--- config.mk ---
export PLATFORM = sky130hd
export DESIGN_NAME = mem_arbiter
export DESIGN_NICKNAME = d
export VERILOG_FILES = /design/src/rtl/mem_arbiter_pkg.sv /design/src/rtl/mem_arbiter.sv
export SDC_FILE = /design/constraint.sdc
export NUM_CORES = 1
export LEC_CHECK = 0
export ABC_AREA = 1
export BUFFER_PORTS_ARGS = -buffer_cell sky130_fd_sc_hd__buf_4
export CAP_MARGIN = 20
export CORE_AREA = 2 2 108 110
export DETAILED_ROUTE_END_ITERATION = 6
export DIE_AREA = 0 0 110 112
export PLACE_DENSITY = 0.58
export SYNTH_ARGS = -nofsm -noshare
export SYNTH_HDL_FRONTEND = slang
export SYNTH_SLANG_ARGS = --single-unit
--- constraint.sdc ---
create_clock -name clk -period 1.45 [get_ports clk]
set_input_delay 0.145 -clock clk [delete_from_list [all_inputs] [get_ports clk]]
set_output_delay 0.145 -clock clk [all_outputs]
set_load 0.1 [all_outputs]
--- src/rtl/mem_arbiter_pkg.sv ---
// mem_arbiter_pkg
//   Shared definitions for the instruction/data memory arbiter.
//   - owner_t        : which requester owns the read data returning this cycle
//   - STARVE_MAX_DEF : default bound on consecutive data grants while a
//                      fetch is waiting
package mem_arbiter_pkg;

    typedef enum logic [1:0] {
        OWN_NONE = 2'd0,
        OWN_IF   = 2'd1,
        OWN_DATA = 2'd2
    } owner_t;

    localparam int STARVE_MAX_DEF = 4;

endpackage

--- src/rtl/mem_arbiter.sv ---
// mem_arbiter
//   Arbitrates one single-port RAM between an instruction-fetch port and a
//   data port. Grants are combinational in the request cycle; read data comes
//   back one cycle later and is routed to whichever port owned the access.
//   Data normally wins ties, but after STARVE_MAX consecutive data grants
//   with a fetch waiting, the fetch is given the next slot.
//
// Ports
//   clk, rst                 : clock, synchronous active-high reset
//   if_req_i, if_addr_i      : fetch request / byte address
//   if_gnt_o, if_rvalid_o,
//   if_rdata_o               : fetch grant, read-data valid, read data
//   d_req_i, d_we_i, d_sel_i,
//   d_addr_i, d_wdata_i      : data request / store enable / lanes / addr / wdata
//   d_gnt_o, d_rvalid_o,
//   d_rdata_o                : data grant, read-data valid, read data
//   m_ce_o, m_we_o, m_sel_o,
//   m_addr_o, m_wdata_o,
//   m_rdata_i                : shared RAM port (rdata valid one cycle after read)
//   stallreq_o               : a request is waiting this cycle
module mem_arbiter
    import mem_arbiter_pkg::*;
#(
    parameter int STARVE_MAX = STARVE_MAX_DEF
) (
    input  logic        clk,
    input  logic        rst,

    input  logic        if_req_i,
    input  logic [31:0] if_addr_i,
    output logic        if_gnt_o,
    output logic        if_rvalid_o,
    output logic [31:0] if_rdata_o,

    input  logic        d_req_i,
    input  logic        d_we_i,
    input  logic [3:0]  d_sel_i,
    input  logic [31:0] d_addr_i,
    input  logic [31:0] d_wdata_i,
    output logic        d_gnt_o,
    output logic        d_rvalid_o,
    output logic [31:0] d_rdata_o,

    output logic        m_ce_o,
    output logic        m_we_o,
    output logic [3:0]  m_sel_o,
    output logic [31:0] m_addr_o,
    output logic [31:0] m_wdata_o,
    input  logic [31:0] m_rdata_i,

    output logic        stallreq_o
);

    localparam int CW = (STARVE_MAX < 1) ? 1 : $clog2(STARVE_MAX + 1);

    owner_t        r_owner;
    logic [CW-1:0] r_starve_cnt;

    logic w_starved;
    logic w_if_gnt;
    logic w_d_gnt;

    // Fetch only wins a tie once data has hogged the RAM for STARVE_MAX cycles.
    assign w_starved = (r_starve_cnt == CW'(STARVE_MAX));
    assign w_if_gnt  = ~rst & if_req_i & (~d_req_i | w_starved);
    assign w_d_gnt   = ~rst & d_req_i & ~w_if_gnt;

    assign if_gnt_o   = w_if_gnt;
    assign d_gnt_o    = w_d_gnt;
    assign stallreq_o = ~rst & ((if_req_i & ~w_if_gnt) | (d_req_i & ~w_d_gnt));

    // Response routing; gated by rst so a read issued just before reset
    // never surfaces.
    assign if_rvalid_o = ~rst & (r_owner == OWN_IF);
    assign d_rvalid_o  = ~rst & (r_owner == OWN_DATA);
    assign if_rdata_o  = if_rvalid_o ? m_rdata_i : 32'h0;
    assign d_rdata_o   = d_rvalid_o  ? m_rdata_i : 32'h0;

    always_comb begin
        m_ce_o    = 1'b0;
        m_we_o    = 1'b0;
        m_sel_o   = 4'h0;
        m_addr_o  = 32'h0;
        m_wdata_o = 32'h0;
        if (w_if_gnt) begin
            m_ce_o   = 1'b1;
            m_sel_o  = 4'hF;
            m_addr_o = if_addr_i;
        end else if (w_d_gnt) begin
            m_ce_o    = 1'b1;
            m_we_o    = d_we_i;
            m_sel_o   = d_sel_i;
            m_addr_o  = d_addr_i;
            m_wdata_o = d_wdata_i;
        end
    end

    always_ff @(posedge clk) begin
        if (rst) begin
            r_owner      <= OWN_NONE;
            r_starve_cnt <= '0;
        end else begin
            // Stores complete in the grant cycle, so they leave no owner.
            if (w_if_gnt)
                r_owner <= OWN_IF;
            else if (w_d_gnt && !d_we_i)
                r_owner <= OWN_DATA;
            else
                r_owner <= OWN_NONE;

            if (w_if_gnt || !if_req_i)
                r_starve_cnt <= '0;
            else if (w_d_gnt && !w_starved)
                r_starve_cnt <= r_starve_cnt + 1'b1;
        end
    end

endmodule

==> metrics.yaml, run 1 <==
sta:
  post-route-min-period_ns: 1.75
  fin_tns_setup_ns: -21.96
  max_slew_margin: 0.812
  tightestPinTransition_ns: 0.284
  post-route-period-util: 1.20
  hold_violations: 0
  setup_viol: 136
  grt_setup_unrepaired: "yes"
  fin_skew_ns: 0.00301
  fin_ws_ns: -0.297
  holdWs_ns: 0.0980
  fmax_mhz: 572
  drv_slew: 0
global_route:
  grt-ovfl-total: 0
  track_usage: 0.195
  antenna_found_initial: 0
  grt_max_degree: 22
  grt_pass1_wl_mm: 18.7
  first_global_vias: 3549
logic_synthesis:
  syn_inst: 324
  ys_types: 15
  synth.avg_cell_area_um2: 4.78
  ys_ff_latch: 5
  seq_area_frac_synth: 0.0646
  synth_area_um2: 1550
  synth_nets: 463
  ys_warn_count: 0
job:
  drv_cap: 0
routing:
  num_vias: 3257
  drt_first_pass_iters: 4
  wl_per_cell_um: 16.3
  route.detailed.drc: 0
  antenna_left: 0
  wirelength_mm: 12.5
  drt_iter0_markers: 99
  viasPerCell: 4.22
clock_network:
  clockRootBuffer: "clkbuf_16"
  cts_tree: "done"
  htreeDepth: 1
  cts_buffers: 3
  insertion_delay_ns: 0.22
  clockBufferDepth: 2
  clock-sinks: 5
  path_clk_slew_ns: 0.03
power_and_ir_drop:
  p_leak_nw: 3.33
  finalPower_mw: 3.26
  irDropWorstVdd_uv: 382
  powerDensity_nw_per_um2: 425
floorplan:
  core_um2: 11200
  die_x_um: 110
  ios: 276
  start_util: 0.139
  die_area_um2: 12300
  die_h_um: 112
  rows: 39
critical_path:
  slowest_stage: "dfxtp_2"
  crit_path_max_incr_delay_ns: 0.31
  crit_arrival_ns: 1.60
  cpMostUsedCell: "nand2_4"
  path_cells: "inv_2 > ha_4 > nand2_4 > nand2_8 > buf_4 > clkbuf_16 > nand3_1 > nand2_4 > buf_12"
  critPathRequiredTime_ns: 1.31
  start_kind: "flop"
  worst-setup-path-type: "flop to primary output"
  end_kind: "primary output"
  crit_fanout: 5
placement:
  post-dp-hpwl_mm: 8.19
  placed_area_um2: 5180
  gp_congestion: 0.789
  dpl_worst_slack_ns: -0.203
  dpl.cell_count: 747
  io_buffers: 275
run_status:
  violations: "setup timing"
  outcome: "complete, but fails checks"
finish:
  final_core_util: 0.685
  fillers: 757
  final_cells: 771
  final_cell_mix: "155 x buf_12, 150 x buf_4, 100 x nor2_4"
  finalNetCount: 768
  drive_above_1_share: 0.836
  area_delta_synth_final_pct: 394
  layout_commonest_cell: "buf_12"
  final_area_um2: 7660
  antenna_cells: 0
worst_hold_path:
  worstHoldPathType: "input port to flop"
[layer usage]
metal	up-vias	track usage	routed length [um]
li1	1564	-	-
met1	1508	0.181	3680
met2	171	0.404	7560
met3	14	0.0562	1100
met4	0	0.0397	205
met5	-	0	0
[layout make-up]
| type | instances | area (um2) | share of cell area |
|---|---|---|---|
| multi-input combinational | 220 | 2470 | 0.323 |
| tap | 143 | 179 | 0.0234 |
| clock buffer | 4 | 78.8 | 0.0103 |
| sequential | 5 | 108 | 0.0141 |
| timing repair buffer | 322 | 4500 | 0.588 |
| inverter | 77 | 314 | 0.0410 |
[state kept, by name, indices dropped and copies added, names as in the netlist]
signal        count
r_owner           2
r_starve_cnt      3
[worst max-delay path: cells and delay by family (launching register included)]
kind	cells	cell delay (ns)
adder cells (fa/ha/maj)	1	0.13
AND/OR/NAND/NOR	4	0.36
buffers and inverters	4	0.57
flip-flops	1	0.31
[worst paths after layout]
kind | startpoint | to | slack [ns] | depth (start not counted)
min | d_we_i | r_owner[1] | 0.1 | 2
max | r_starve_cnt[1] | m_addr_o[13] | -0.30 | 9
min reg2reg | r_starve_cnt[0] | r_starve_cnt[0] | 0.50 | 2
max reg2reg | r_starve_cnt[1] | r_owner[1] | 0.19 | 8
[repair_timing]
item	CTS	global route
cloned	6	3
endpoints found under the setup margin	124	138
setup buffers	13	8
pin swaps	6	13
hold buffers	0	0
endpoints found under the hold margin	0	0
resized for setup	461	57
[synthesized netlist by cell type (all sizes together)]
cell	n	area (um2)
inv	77	292
ha	2	25.0
xnor2	1	8.76
nand2	48	198
nor2	104	398
buf	22	153
nand3	65	375
dfxtp	5	100
[power by group]
part,total (mW),switching (mW),internal (mW)
clock,0.447,0.0833,0.364
combinational,2.66,1.64,1.02
sequential,0.145,0.00303,0.142
total,3.26,1.73,1.53
[cell families (layout without fill, tap and decap cells)]
group | count (synthesis) | count (layout) | share of synthesized area
fa+ha+maj | 2 | 2 | 0.0162
flops | 5 | 5 | 0.0646
xor+xnor | 1 | 1 | 0.00566
simple gates | 217 | 217 | 0.627
buf+inv | 99 | 403 | 0.287
Power figures use the tool's default switching activity.
==> run 2, diff against run 1 <==
--- a/config.mk
+++ b/config.mk
@@ -8,10 +8,13 @@
 export ABC_AREA = 1
 export BUFFER_PORTS_ARGS = -buffer_cell sky130_fd_sc_hd__buf_4
 export CAP_MARGIN = 20
-export CORE_AREA = 2 2 108 110
+export CELL_PAD_IN_SITES_DETAIL_PLACEMENT = 1
+export CELL_PAD_IN_SITES_GLOBAL_PLACEMENT = 1
+export CORE_ASPECT_RATIO = 1.25
+export CORE_MARGIN = 2
+export CORE_UTILIZATION = 14
 export DETAILED_ROUTE_END_ITERATION = 6
-export DIE_AREA = 0 0 110 112
-export PLACE_DENSITY = 0.58
+export PLACE_DENSITY = 0.93
 export SYNTH_ARGS = -nofsm -noshare
 export SYNTH_HDL_FRONTEND = slang
 export SYNTH_SLANG_ARGS = --single-unit
==> run 2 against run 1 <==
The run still ends with setup timing left. Utilization grew 2.8 points. Via count is 8.1% higher. Design area down 0.64%. Fmax down 8.2%. Combinational power is 4% higher. Non-clock buffer count shrank 3. Die area decreased by 3.2%. Largest cell class unchanged.
==> metrics.yaml, run 2 (synthesis results as in run 1) <==
finish:
  reg.largest.list: "r_starve_cnt x3, r_owner x2"  # unchanged
  fillers: 987  # was 757
  final_core_util: 0.713  # was 0.685
  finalNetCount: 766  # was 768
  antenna_cells: 0  # unchanged
  final_cells: 758  # was 771
  largest_reg_flops: 3  # unchanged
  final_cell_mix: "155 x buf_12, 145 x buf_4, 100 x nor2_4"  # was 155 x buf_12, 150 x buf_4, 100 x nor2_4
  regMostFlops: "r_starve_cnt"  # unchanged
  drive_above_1_share: 0.831  # was 0.836
  layout_commonest_cell: "buf_12"  # unchanged
  area_delta_synth_final_pct: 391  # was 394%
global_route:
  grt_pass1_wl_mm: 25.6  # was 18.7 mm
  first_global_vias: 4194  # was 3549
  grt_max_degree: 33  # was 22
  grt-ovfl-total: 0  # unchanged
  antenna_found_initial: 0  # unchanged
  track_usage: 0.283  # was 0.195
floorplan:
  die_area_um2: 11900  # was 12300 um2
  die_x_um: 98.1  # was 110 um
  rows: 42  # was 39
  die_h_um: 122  # was 112 um
  core_um2: 10700  # was 11200 um2
  ios: 276  # unchanged
  start_util: 0.145  # was 0.139
worst_hold_path:
  hp-start: "d_we_i"  # unchanged
  worstHoldEndpoint: "r_owner[1]"  # unchanged
  worstHoldPathType: "input port to flop"  # unchanged
  hold_depth: 2  # unchanged
clock_network:
  clockBufferDepth: 2  # unchanged
  cts_buffers: 3  # unchanged
  cts_tree: "done"  # unchanged
  insertion_delay_ns: 0.24  # was 0.22 ns
  path_clk_slew_ns: 0.04  # was 0.03 ns
  htreeDepth: 1  # unchanged
  clock-sinks: 5  # unchanged
  clockRootBuffer: "clkbuf_16"  # unchanged
routing:
  viasPerCell: 4.65  # was 4.22
  antenna_left: 0  # unchanged
  drt_iter0_markers: 104  # was 99
  wl_per_cell_um: 25.1  # was 16.3 um
  wirelength_mm: 19.0  # was 12.5 mm
  num_vias: 3522  # was 3257
  route.detailed.drc: 0  # unchanged
  drt_first_pass_iters: 4  # unchanged
critical_path:
  crit_arrival_ns: 1.76  # was 1.60 ns
  r2r_setup_slack_ns: 0.07  # was 0.19 ns
  crit_fanout: 6  # was 5
  reg2reg_from: "r_starve_cnt[1]"  # unchanged
  reg2regPathDepth: 8  # unchanged
  r2r_end: "r_owner[0]"  # was r_owner[1]
  worst-setup-path-type: "flop to primary output"  # unchanged
  critPathRequiredTime_ns: 1.31  # about the same
  start_kind: "flop"  # unchanged
  end_kind: "primary output"  # unchanged
sta:
  fin_ws_ns: -0.453  # was -0.297 ns
  hold_violations: 0  # unchanged
  post-route-min-period_ns: 1.90  # was 1.75 ns
  setup_viol: 121  # was 136
  post-route-period-util: 1.31  # was 1.20
  grt_setup_unrepaired: "yes"  # unchanged
  fmax_mhz: 526  # was 572 MHz
  max_slew_margin: 0.786  # was 0.812
  drv_slew: 0  # unchanged
  tightestPinTransition_ns: 0.319  # was 0.284 ns
  fin_skew_ns: 0.00305  # was 0.00301 ns
  fin_tns_setup_ns: -33.33  # was -21.96 ns
power_and_ir_drop:
  sw_frac_of_total: 0.546  # was 0.530
  clkPwrFrac: 0.144  # was 0.137
  internal_power_mw: 1.55  # was 1.53 mW
  p_sw_mw: 1.86  # was 1.73 mW
  finalPower_mw: 3.40  # was 3.26 mW
  irDropWorstVdd_uv: 504  # was 382 uV
  powerDensity_nw_per_um2: 447  # was 425 nW/um2
  pwr-share-comb: 0.813  # was 0.818
  seq_power_share: 0.043  # was 0.044
  p_leak_nw: 3.33  # about the same
placement:
  dpl.cell_count: 739  # was 747
  dpl_worst_slack_ns: -0.215  # was -0.203 ns
  io_buffers: 275  # unchanged
  gp_congestion: 0.822  # was 0.789
  post-dp-hpwl_mm: 10.1  # was 8.19 mm
run_status:
  outcome: "complete, but fails checks"  # unchanged
  violations: "setup timing"  # unchanged
job:
  drv_cap: 0  # unchanged
[run 2: critical path: stages, from the launching register on]
cell and delay (ns):
dfxtp_2 0.35, inv_2 0.06, ha_4 0.16, nand2_4 0.08, nand2_8 0.08, nand2_8 0.16, nand2_8 0.12, clkbuf_16 0.19
nor2_4 0.11, buf_12 0.18
[run 2: layer usage]
layer,GRT usage,routed length [um],vias up,part of all wire
met1,0.252,5670,1661,0.30
li1,-,-,1557,-
met3,0.0769,1320,65,0.069
met4,0.110,1080,0,0.057
met5,0,0,-,0
met2,0.588,11000,239,0.58
[run 2: timing repair]
action | in CTS | in global routing
cloned | 7 | 1
setup buffers | 9 | 1
hold buffers | 0 | 0
resized for setup | 463 | 37
hold endpoints to repair | 0 | 0
endpoints found under the setup margin | 138 | 138
pin swaps | 9 | 13
[run 2: through the flow]
step	hold WS, ns	cell area (um2)
final	0.0761	7610
after global routing	0.0734	7610
after CTS	0.0732	7470
after detailed placement	0.321	5210
after global placement	0.322	5210
after floorplan	0.217	2760
[run 2: worst max-delay path by stage]
stage                         start             to  depth (start not counted)
finish              r_starve_cnt[1]   m_wdata_o[5]                          9
global route        r_starve_cnt[1]  m_wdata_o[24]                          9
floorplan                r_owner[0]   d_rdata_o[0]                          3
global placement    r_starve_cnt[1]   m_addr_o[24]                          8
detailed placement  r_starve_cnt[1]   m_addr_o[21]                          8
CTS                 r_starve_cnt[1]   m_addr_o[13]                          9
[run 2: area by class of cell]
cell class	count	area, um2	share of cell area
timing repair buffer	319	4520	0.594
multi-input combinational	221	2430	0.319
inverter	77	314	0.0413
tap	132	165	0.0217
sequential	5	105	0.0138
clock buffer	4	78.8	0.0104
[run 2: power groups by stage]
stage / Sequential, mW / Combinational, mW / Clock (mW)
final: 0.147 / 2.76 / 0.491
after global routing: 0.147 / 2.83 / 0.509
after CTS: 0.146 / 2.64 / 0.469
after detailed placement: 0.147 / 2.14 / 0
after global placement: 0.147 / 2.09 / 0
after floorplan: 0.146 / 1.50 / 0
